===== src/rtl/tlul_host_arb_m1.sv =====
`default_nettype none
// ============================================================================
// Module   : tlul_host_arb_m1
// Purpose  : M:1 TL-UL socket. Several TL-UL hosts share one device port
//            through a round-robin arbiter. The grant is held while a request
//            is stalled, and each host may have only a limited number of
//            unanswered requests. The host index is tagged into the low bits
//            of a_source so that responses can be steered back. The request
//            path has zero latency and no FIFO.
// Ports    : clk_i / rst_i   clock, synchronous active-high reset
//            tl_h_*_i        host A-channel fields and d_ready, flattened so
//                            that host i owns slice [i*W +: W]
//            tl_h_*_o        per-host a_ready and D-channel responses
//            tl_d_*_o        device A-channel request and d_ready
//            tl_d_*_i        device a_ready and D-channel response
//            grant_o         one-hot host driving the device (0 when idle)
//            busy_o          some host still has outstanding requests
// Revision : 1.0  initial release
// ============================================================================
module tlul_host_arb_m1 #(
  parameter int M               = 4,
  parameter int MAX_OUTSTANDING = 4,
  parameter int AIW             = 8,
  parameter int AW              = 32,
  parameter int DW              = 32
) (
  input  logic                 clk_i,
  input  logic                 rst_i,
  // host side, requests in
  input  logic [M-1:0]         tl_h_a_valid_i,
  input  logic [3*M-1:0]       tl_h_a_opcode_i,
  input  logic [3*M-1:0]       tl_h_a_param_i,
  input  logic [2*M-1:0]       tl_h_a_size_i,
  input  logic [AIW*M-1:0]     tl_h_a_source_i,
  input  logic [AW*M-1:0]      tl_h_a_address_i,
  input  logic [(DW/8)*M-1:0]  tl_h_a_mask_i,
  input  logic [DW*M-1:0]      tl_h_a_data_i,
  input  logic [M-1:0]         tl_h_d_ready_i,
  // host side, responses out
  output logic [M-1:0]         tl_h_a_ready_o,
  output logic [M-1:0]         tl_h_d_valid_o,
  output logic [3*M-1:0]       tl_h_d_opcode_o,
  output logic [3*M-1:0]       tl_h_d_param_o,
  output logic [2*M-1:0]       tl_h_d_size_o,
  output logic [AIW*M-1:0]     tl_h_d_source_o,
  output logic [M-1:0]         tl_h_d_sink_o,
  output logic [DW*M-1:0]      tl_h_d_data_o,
  output logic [M-1:0]         tl_h_d_error_o,
  // device side, request out
  output logic                 tl_d_a_valid_o,
  output logic [2:0]           tl_d_a_opcode_o,
  output logic [2:0]           tl_d_a_param_o,
  output logic [1:0]           tl_d_a_size_o,
  output logic [AIW-1:0]       tl_d_a_source_o,
  output logic [AW-1:0]        tl_d_a_address_o,
  output logic [DW/8-1:0]      tl_d_a_mask_o,
  output logic [DW-1:0]        tl_d_a_data_o,
  output logic                 tl_d_d_ready_o,
  // device side, response in
  input  logic                 tl_d_a_ready_i,
  input  logic                 tl_d_d_valid_i,
  input  logic [2:0]           tl_d_d_opcode_i,
  input  logic [2:0]           tl_d_d_param_i,
  input  logic [1:0]           tl_d_d_size_i,
  input  logic [AIW-1:0]       tl_d_d_source_i,
  input  logic                 tl_d_d_sink_i,
  input  logic [DW-1:0]        tl_d_d_data_i,
  input  logic                 tl_d_d_error_i,
  // status
  output logic [M-1:0]         grant_o,
  output logic                 busy_o
);

  localparam int c_idw = $clog2(M);
  localparam int c_cw  = $clog2(MAX_OUTSTANDING + 1);
  localparam logic [c_cw-1:0] c_cnt_max = c_cw'(MAX_OUTSTANDING);

  // --------------------------------------------------------------------------
  // State
  // --------------------------------------------------------------------------
  logic [c_idw-1:0] r_rr_ptr;
  logic             r_lock;
  logic [c_idw-1:0] r_lock_idx;
  logic [c_cw-1:0]  r_cnt [M];

  logic [M-1:0]     w_elig;
  logic             w_scan_found;
  logic [c_idw-1:0] w_scan_idx;
  logic [c_idw-1:0] w_win_idx;
  logic             w_win_valid;
  logic [M-1:0]     w_win_oh;
  logic [AIW-c_idw-1:0] w_src_low;
  logic [M-1:0]     w_req_acc;
  logic [c_idw-1:0] w_tag;
  logic [M-1:0]     w_tag_oh;
  logic             w_tag_in;
  logic [M-1:0]     w_rsp_acc;
  logic             w_busy;

  // (base + k) mod M, with base < M and k < M
  function automatic logic [c_idw-1:0] f_wrap(input int base, input int k);
    int s;
    s = base + k;
    if (s >= M) s = s - M;
    return c_idw'(s);
  endfunction

  // --------------------------------------------------------------------------
  // Arbitration
  // --------------------------------------------------------------------------
  // A host at its outstanding limit is simply not eligible, so it is passed
  // over without the pointer moving; only an accepted request advances it.
  always_comb begin
    w_elig       = '0;
    w_scan_found = 1'b0;
    w_scan_idx   = '0;
    for (int i = 0; i < M; i++) begin
      w_elig[i] = tl_h_a_valid_i[i] && (r_cnt[i] != c_cnt_max);
    end
    for (int k = 0; k < M; k++) begin
      if (!w_scan_found && w_elig[f_wrap(int'(r_rr_ptr), k)]) begin
        w_scan_found = 1'b1;
        w_scan_idx   = f_wrap(int'(r_rr_ptr), k);
      end
    end
  end

  // A stalled request keeps its grant so the A fields stay stable on the bus.
  assign w_win_idx   = r_lock ? r_lock_idx : w_scan_idx;
  assign w_win_valid = !rst_i && (r_lock ? tl_h_a_valid_i[r_lock_idx] : w_scan_found);

  // --------------------------------------------------------------------------
  // Request path
  // --------------------------------------------------------------------------
  always_comb begin
    w_win_oh         = '0;
    w_src_low        = '0;
    tl_d_a_opcode_o  = '0;
    tl_d_a_param_o   = '0;
    tl_d_a_size_o    = '0;
    tl_d_a_address_o = '0;
    tl_d_a_mask_o    = '0;
    tl_d_a_data_o    = '0;
    for (int i = 0; i < M; i++) begin
      if (w_win_idx == c_idw'(i)) begin
        w_win_oh[i]      = 1'b1;
        w_src_low        = tl_h_a_source_i[i*AIW +: (AIW-c_idw)];
        tl_d_a_opcode_o  = tl_h_a_opcode_i[i*3 +: 3];
        tl_d_a_param_o   = tl_h_a_param_i[i*3 +: 3];
        tl_d_a_size_o    = tl_h_a_size_i[i*2 +: 2];
        tl_d_a_address_o = tl_h_a_address_i[i*AW +: AW];
        tl_d_a_mask_o    = tl_h_a_mask_i[i*(DW/8) +: (DW/8)];
        tl_d_a_data_o    = tl_h_a_data_i[i*DW +: DW];
      end
    end
  end

  assign tl_d_a_valid_o  = w_win_valid;
  assign tl_d_a_source_o = {w_src_low, w_win_idx};
  assign grant_o         = w_win_valid ? w_win_oh : '0;
  assign w_req_acc       = (w_win_valid && tl_d_a_ready_i) ? w_win_oh : '0;
  assign tl_h_a_ready_o  = w_req_acc;

  // --------------------------------------------------------------------------
  // Response path
  // --------------------------------------------------------------------------
  assign w_tag = tl_d_d_source_i[c_idw-1:0];

  always_comb begin
    w_tag_oh = '0;
    for (int i = 0; i < M; i++) begin
      w_tag_oh[i] = (w_tag == c_idw'(i));
    end
  end

  // A tag that names no host can only appear when M is not a power of two;
  // such a response is drained so the device is never wedged.
  assign w_tag_in       = |w_tag_oh;
  assign tl_h_d_valid_o = (!rst_i && tl_d_d_valid_i) ? w_tag_oh : '0;
  assign tl_d_d_ready_o = !rst_i && (w_tag_in ? |(w_tag_oh & tl_h_d_ready_i) : 1'b1);
  assign w_rsp_acc      = tl_h_d_valid_o & tl_h_d_ready_i;

  // D fields are broadcast; only d_valid selects the receiving host.
  assign tl_h_d_opcode_o = {M{tl_d_d_opcode_i}};
  assign tl_h_d_param_o  = {M{tl_d_d_param_i}};
  assign tl_h_d_size_o   = {M{tl_d_d_size_i}};
  assign tl_h_d_source_o = {M{{{c_idw{1'b0}}, tl_d_d_source_i[AIW-1:c_idw]}}};
  assign tl_h_d_sink_o   = {M{tl_d_d_sink_i}};
  assign tl_h_d_data_o   = {M{tl_d_d_data_i}};
  assign tl_h_d_error_o  = {M{tl_d_d_error_i}};

  // --------------------------------------------------------------------------
  // Sequential state
  // --------------------------------------------------------------------------
  always_ff @(posedge clk_i) begin
    if (rst_i) begin
      r_rr_ptr   <= '0;
      r_lock     <= 1'b0;
      r_lock_idx <= '0;
    end else if (w_win_valid) begin
      if (tl_d_a_ready_i) begin
        r_lock   <= 1'b0;
        r_rr_ptr <= f_wrap(int'(w_win_idx), 1);
      end else begin
        r_lock     <= 1'b1;
        r_lock_idx <= w_win_idx;
      end
    end
  end

  always_ff @(posedge clk_i) begin
    if (rst_i) begin
      for (int i = 0; i < M; i++) r_cnt[i] <= '0;
    end else begin
      for (int i = 0; i < M; i++) begin
        if (w_req_acc[i] && !w_rsp_acc[i]) begin
          r_cnt[i] <= r_cnt[i] + c_cw'(1);
        end else if (!w_req_acc[i] && w_rsp_acc[i]) begin
          r_cnt[i] <= r_cnt[i] - c_cw'(1);
        end
      end
    end
  end

  always_comb begin
    w_busy = 1'b0;
    for (int i = 0; i < M; i++) begin
      w_busy = w_busy | (r_cnt[i] != '0);
    end
  end

  assign busy_o = !rst_i && w_busy;

  // --------------------------------------------------------------------------
  // Assertions
  // --------------------------------------------------------------------------
`ifndef SYNTHESIS
  a_grant_onehot: assert property (@(posedge clk_i) disable iff (rst_i)
    $onehot0(grant_o));

  a_lock_stable: assert property (@(posedge clk_i) disable iff (rst_i)
    r_lock |-> $stable({tl_d_a_valid_o, tl_d_a_opcode_o, tl_d_a_param_o, tl_d_a_size_o,
                        tl_d_a_source_o, tl_d_a_address_o, tl_d_a_mask_o, tl_d_a_data_o}));

  for (genvar gi = 0; gi < M; gi++) begin : g_host_chk
    a_src_upper_zero: assert property (@(posedge clk_i) disable iff (rst_i)
      tl_h_a_valid_i[gi] |-> (tl_h_a_source_i[gi*AIW + AIW - 1 -: c_idw] == '0));
    a_cnt_no_overflow: assert property (@(posedge clk_i) disable iff (rst_i)
      (w_req_acc[gi] && !w_rsp_acc[gi]) |-> (r_cnt[gi] != c_cnt_max));
    a_cnt_no_underflow: assert property (@(posedge clk_i) disable iff (rst_i)
      (w_rsp_acc[gi] && !w_req_acc[gi]) |-> (r_cnt[gi] != '0));
  end

  if ((1 << c_idw) != M) begin : g_tag_chk
    a_tag_in_range: assert property (@(posedge clk_i) disable iff (rst_i)
      tl_d_d_valid_i |-> w_tag_in);
  end
`endif

endmodule
`default_nettype wire


===== config.mk =====
export PLATFORM = sky130hd
export DESIGN_NAME = tlul_host_arb_m1
export DESIGN_NICKNAME = d
export VERILOG_FILES = /design/src/rtl/tlul_host_arb_m1.sv
export SDC_FILE = /design/constraint.sdc
export NUM_CORES = 1
export LEC_CHECK = 0
export ABC_AREA = 0
export BUFFER_PORTS_ARGS = -buffer_cell sky130_fd_sc_hd__buf_2
export CORE_AREA = 3 3 269 271
export CTS_BUF_LIST = sky130_fd_sc_hd__clkbuf_2 sky130_fd_sc_hd__clkbuf_4 sky130_fd_sc_hd__clkbuf_8
export DETAILED_ROUTE_END_ITERATION = 12
export DIE_AREA = 0 0 272 274
export PLACE_DENSITY = 0.3
export SLEW_MARGIN = 25
export SYNTH_ARGS = -nofsm -noshare
export SYNTH_HDL_FRONTEND = slang
export SYNTH_SLANG_ARGS = --single-unit

===== constraint.sdc =====
create_clock -name clk_i -period 9.89 [get_ports clk_i]
set_input_delay 0.989 -clock clk_i [delete_from_list [all_inputs] [get_ports clk_i]]
set_output_delay 0.989 -clock clk_i [all_outputs]
set_load 0.005 [all_outputs]

# [Word-level counts from Yosys, hierarchy flattened]
# Memory sizes are Yosys's and may differ from the RTL's.
# Index checks and enable logic that the tools add are counted.
# Widths: inputs -> output; s select.
[totals] ff_bits=5 mem_bits_rw=12 input_bits=398 out_inout_bits=299 word_cells=197 n_memories=1
[classes] addsub=17 n_lt_le_gt_ge=10 eq_ne=10 mux=100 n_bitwise=14 n_reduce_logical=42
[mem_list] name="r_cnt" depth=4 width=3 rd=4 rd_clocked_by_memory_dff=0 wr=4 line_no="84" source="logic [c_cw-1:0] r_cnt [M];"
[op_table] operator="$mux 32" count=8
[op_table] operator="$mux 3" count=16
[op_table] operator="$mux 1" count=46
[op_table] operator="$mux 2" count=14
[op_table] operator="$mux 4" count=7
[op_table] operator="$mux 6" count=4
[op_table] operator="$logic_and 1x1->1" count=20
[op_table] operator="$lt 2x3->1 const B" count=5
[op_table] operator="$add 3x1->3 const B" count=4
[op_table] operator="$ge 3x3->1 const B" count=4
[op_table] operator="$logic_not 1->1" count=12
[op_table] operator="$ne 3x3->1 const B" count=4
[op_table] operator="$reduce_bool 3->1" count=4
[op_table] operator="$sub 3x1->3 const B" count=4
[op_table] operator="$or 1x1->1" count=11
[op_table] operator="$bmux 1 s2" count=5
[op_table] operator="$sub 2x1->2 const B" count=5
[op_table] operator="$and 4x4->4" count=2
[op_table] operator="$eq 2x2->1 const B" count=4
[op_table] operator="$reduce_or 4->1" count=2
[op_table] operator="$add 2x1->3 const B" count=2
[op_table] operator="$add 2x2->3 const B" count=2
[op_table] operator="$eq 2x1->1 const B" count=2
[op_table] operator="$logic_not 2->1" count=2
[op_table] operator="other kinds (3)" count=4

# [Longest topological paths before layout]
# An unclocked memory read counts as a cell.
[logic_depth] ltp_word=26 mapped_depth=17 depth_no_buf=16

# [Least setup slack after synthesis]
# No wires, ideal clock.
[synth_timing] path_type="input -> output" start="input port tl_h_a_valid_i[0]" end="output port tl_d_a_address_o[0]" arrival_time_ps=3322 required_time_ps=8901 path_slack_ps=5579 path_stages=13 path_buffers=3 path_cell_list="or3b_2 > o22ai_1 > a21oi_1 > a31o_2 > inv_1 > ha_1 > clkbuf_1 > clkbuf_1 > buf_1 > nand3_1 > a21oi_1 > a21oi_1 > o21ai_0"
[synth_via] elab_chain_cells=19 word_cells_on_any_way=31 classes_between="3 x eq/ne; 20 x mux; 8 x reduce/logical"
[synth_rtl] item="start: declaration" line_no="30" source="input logic [M-1:0] tl_h_a_valid_i,"
[synth_rtl] item="$logic_and 1x1->1 *" line_no="118" source="w_elig[i] = tl_h_a_valid_i[i] && (r_cnt[i] != c_cnt_max);"
[synth_rtl] item="$bmux 1 s2" line_no="121" source="if (!w_scan_found && w_elig[f_wrap(int'(r_rr_ptr), k)]) begin"
[synth_rtl] item="$mux 1 (implied by the code)" line_no="121"
[synth_rtl] item="$mux 1" line_no="121"
[synth_rtl] item="$logic_not 1->1" line_no="121"
[synth_rtl] item="$logic_and 1x1->1" line_no="121"
[synth_rtl] item="$mux 1" line_no="121"
[synth_rtl] item="$logic_not 1->1" line_no="121"
[synth_rtl] item="[2 not listed]"
[synth_rtl] item="$logic_not 1->1" line_no="121"
[synth_rtl] item="$logic_and 1x1->1" line_no="121"
[synth_rtl] item="$mux 2 *" line_no="121"
[synth_rtl] item="$mux 2 *" line_no="129" source="assign w_win_idx = r_lock ? r_lock_idx : w_scan_idx;"
[synth_rtl] item="net tl_d_a_source_o[0]" line_no="54" source="output logic [AIW-1:0] tl_d_a_source_o,"
[synth_rtl] item="$logic_not 2->1" line_no="145" source="if (w_win_idx == c_idw'(i)) begin"
[synth_rtl] item="$mux 32 (3 in series)" line_no="145"
[synth_rtl] item="$mux 32 *" line_no="145"
[synth_rtl] item="end: declaration" line_no="55" source="output logic [AW-1:0] tl_d_a_address_o,"
# Mark *: on every way through the listed nets, which the timed path passes. The rest lies on a longest branch. The select of a mux whose other input is x is not followed.

# [Worst setup path after layout]
[layout_timing] start="input port tl_h_a_valid_i[0]" end="output port tl_d_a_source_o[2]"
[layout_via] elab_chain_cells=19 word_cells_on_any_way=31 classes_between="3 x eq/ne; 20 x mux; 8 x reduce/logical"
[layout_rtl] item="$logic_and 1x1->1 *" line_no="118"
[layout_rtl] item="$bmux 1 s2" line_no="121"
[layout_rtl] item="$mux 1 (implied by the code)" line_no="121"
[layout_rtl] item="$mux 1" line_no="121"
[layout_rtl] item="$logic_not 1->1" line_no="121"
[layout_rtl] item="$logic_and 1x1->1" line_no="121"
[layout_rtl] item="$mux 1" line_no="121"
[layout_rtl] item="$logic_not 1->1" line_no="121"
[layout_rtl] item="$logic_and 1x1->1" line_no="121"
[layout_rtl] item="$mux 1" line_no="121"
[layout_rtl] item="$logic_not 1->1" line_no="121"
[layout_rtl] item="$logic_and 1x1->1" line_no="121"
[layout_rtl] item="$mux 2 *" line_no="121"
[layout_rtl] item="$mux 2 *" line_no="129"
[layout_rtl] item="$logic_not 2->1" line_no="145"
[layout_rtl] item="$mux 6 (3 in series)" line_no="145"
[layout_rtl] item="$mux 6 *" line_no="145"
[layout_rtl] item="end: declaration" line_no="54"
# Mark *: on every way between the ends. The rest lies on a longest branch, timed or not. The select of a mux whose other input is x is not followed.

==> results.ini <==
[synthesis]
ys_top_cells_by_count=buf_4, nand2_1, a21oi_1, nand3_1, o21ai_0
netlist_area_mm2=0.00542
seq_area_frac_synth=0.0849
synth-edff-count=12
avgSynthCellArea_um2=6.03
ys_warn_count=0
synthTopCellsByArea=buf_4, a21oi_1, nand2_1, nand3_1, o21ai_0
yosysUniqueCellTypes=47
synth_largest_area_cell=buf_4
ys_async_sr_fraction=0
syn_inst=899
synth.ff_latch_count=17
synth.most_common_cell=buf_4
synth_flop_cell=edfxtp_1
synth_top_area_share=0.277

[critical_path]
reg2reg_from=r_cnt[0][1]
cp_slowest_stage_delay_ns=0.67
slowest_stage=a21oi_1
cp.buffers_inverters=4
ff2ff_path_depth=14
cp.required_ns=8.90
crit_start=tl_h_a_valid_i[0]
critPathMostFrequentCell=a21oi_1
crit_type=in2out
path_depth=13
end_kind=primary output
cp-start-kind=input port
crit_fanout=49
critPathArrivalTime_ns=4.77
crit_chain=buf_2 > or3b_2 > o22ai_1 > a21oi_1 > a31o_2 > inv_1 > ha_4 > buf_4 > nand3_1 > a21oi_1 > a21oi_1 > o21ai_0 > buf_2
cp_top_family=compound AO/OA/AOI/OAI gates

[cells_and_area]
final_nets=1503
area_delta_synth_final_pct=33.8
multi_input_area_mm2=0.00323
drive_above_1_share=0.430
final_cells=2036
regArea_um2=460
fill_cells=8367

[min_path]
whs_path_depth=2
hold_path_class=reg2reg
hold_start=r_rr_ptr[0]

[flow_run]
cap_violations=0

[sta]
fin_tns_setup_ns=0
fin_worst_skew_ns=0.00393
worstMarginPinSlew_ns=0.906
timing.hold.ws_ns=0.513
fmaxAchievable_mhz=174
finalMaxSlewViolations=0
slew_headroom=0.396
min_period_over_period=0.582
grt_setup_unrepaired=no
setup_viol=0
period_minus_slack_ns=5.76
finalHoldViolations=0

[die]
die_h_um=274
rows=97
coreArea_mm2=0.0700
initial_core_util=0.0774
die_area_mm2=0.0745
die_w_um=272
io_pins=697

[run_status]
status=finished, final reports clean

[clocking]
clk_pin_slew_ns=0.07
ctsHoldBuffers=0
cts_resized=0
clockBufferDepth=2
cts.sinks=17
cts_tree=done
cts_root_buffer=clkbuf_8
clk_latency_ns=0.25
htreeDepth=1
postCtsSetupBuffers=0
cts_inserted_buffers=3

[detailed_routing]
drtAntennaViolNets=0
wl_um=32100
drt-pass1-iter-count=5
drc=0
dr_total_vias=6759
wl_per_cell_um=15.8
via_per_inst=3.32
drt_iter0_drc=329

[place]
dp_cells=2030
place_hpwl_um=26300
place_congestion=0.855
io_buffers=440

[power_and_ir_drop]
swShare=0.534
switching_power_uw=417
p_leak_nw=3.09
clkPwrFrac=0.073
seqPwrFrac=0.115
ir_worst_vdd_v=0.0000446
combPwrFrac=0.812
p_int_uw=364
pwr_density_cell_mw_per_mm2=108

[global_route]
antenna_found_initial=4
grt_usage=0.0777
grt_pass1_vias=6595
grt_pass1_wl_um=43800
gr-total-overflow=0
grt_max_degree=76

-- worst paths after layout --
check / end / slack, ns
setup / recovery: tl_d_a_source_o[2] / 4.13
hold / removal: r_rr_ptr[0] / 0.51
setup reg to reg: r_cnt[2][2] / 5.28
hold reg to reg: r_rr_ptr[0] / 0.51
-- per-layer routing --
layer | vias to the layer above | track usage | wire (um) | part of all wire
li1 | 3251 | - | - | -
met1 | 3036 | 0.101 | 13900 | 0.43
met2 | 387 | 0.127 | 14600 | 0.45
met3 | 83 | 0.0173 | 2460 | 0.077
met4 | 2 | 0.0267 | 1090 | 0.034
met5 | - | 0 | 13 | 0.00041
-- flip-flops by register name, summed over array words and instances (netlist names) --
signal and cells:
r_cnt 12, r_lock 1, r_lock_idx 2, r_rr_ptr 2
-- worst reg2reg max path: cells and delay by family (launching register included) --
family | cells | cell delay [ns]
buffers and inverters | 1 | 0.39
XOR/XNOR | 1 | 0.18
AND/OR/NAND/NOR | 4 | 0.83
flip-flops | 1 | 0.45
adder cells (fa/ha/maj) | 2 | 0.92
AO/OA/AOI/OAI | 6 | 1.56
-- power groups by stage --
stage,Sequential [mW],Combinational [mW],Clock (mW)
detailed placement,0.0917,0.651,0
finish,0.0900,0.635,0.0570
floorplan,0.0886,0.385,0
global route,0.0913,0.716,0.0614
global placement,0.0914,0.655,0
CTS,0.0900,0.654,0.0592
-- through the flow --
stage / setup slack (ns) / power [mW] / util / cell area [um2]
2_1_floorplan: 5.58 / 0.474 / - / 5450
3_3_place_gp: 4.04 / 0.746 / 0.103 / 7200
3_5_place_dp: 4.04 / 0.742 / 0.103 / 7200
4_1_cts: 4.03 / 0.803 / 0.104 / 7250
5_1_grt: 3.74 / 0.869 / 0.104 / 7250
6_report: 4.13 / 0.782 / 0.104 / 7260
-- placed cells by master, fill, tap and decap left out, types with 3 or more instances in the layout --
| master | Yosys | final |
|---|---|---|
| a211oi_2 | 3 | 3 |
| ha_4 | 0 | 4 |
| dfxtp_1 | 5 | 5 |
| nor3b_1 | 3 | 3 |
| nor2b_1 | 4 | 4 |
| buf_2 | 0 | 440 |
| clkbuf_8 | 0 | 3 |
| a221o_1 | 8 | 8 |
| xor2_1 | 6 | 6 |
| a21oi_1 | 155 | 155 |
| a211oi_1 | 3 | 3 |
| buf_4 | 200 | 10 |
| nor2_1 | 15 | 15 |
| edfxtp_1 | 12 | 12 |
| conb_1 | 1 | 8 |
| o21ai_1 | 16 | 16 |
| and2_1 | 5 | 5 |
| o21ai_0 | 80 | 80 |
| nand2b_1 | 9 | 9 |
| mux2i_1 | 3 | 3 |
| ha_1 | 7 | 3 |
| fa_1 | 3 | 3 |
| or2_1 | 3 | 3 |
| nand3_1 | 83 | 83 |
| inv_1 | 15 | 14 |
| nand2_1 | 166 | 166 |
-- layout make-up --
class                           instances  area share
Antenna cell                            2    0.000690
Inverter                               15     0.00793
Sequential cell                        17      0.0634
Tap cell                              940       0.162
Multi-Input combinational cell        608       0.445
Clock buffer                            4     0.00672
Timing Repair Buffer                  450       0.314
-- logic make-up (layout without fill, tap and decap cells) --
group | after synthesis | after routing | synth area share
and+or+nand+nor | 301 | 301 | 0.251
buffers and inverters | 281 | 469 | 0.333
AOI/OAI and AO/OA | 278 | 278 | 0.280
DFF | 17 | 17 | 0.0849
adders and majority gates | 10 | 10 | 0.0272
xor gates and xnor gates | 6 | 6 | 0.00969
muxes | 5 | 5 | 0.0138
other | 1 | 10 | 0.000692
(Power assumes the default switching activity.)
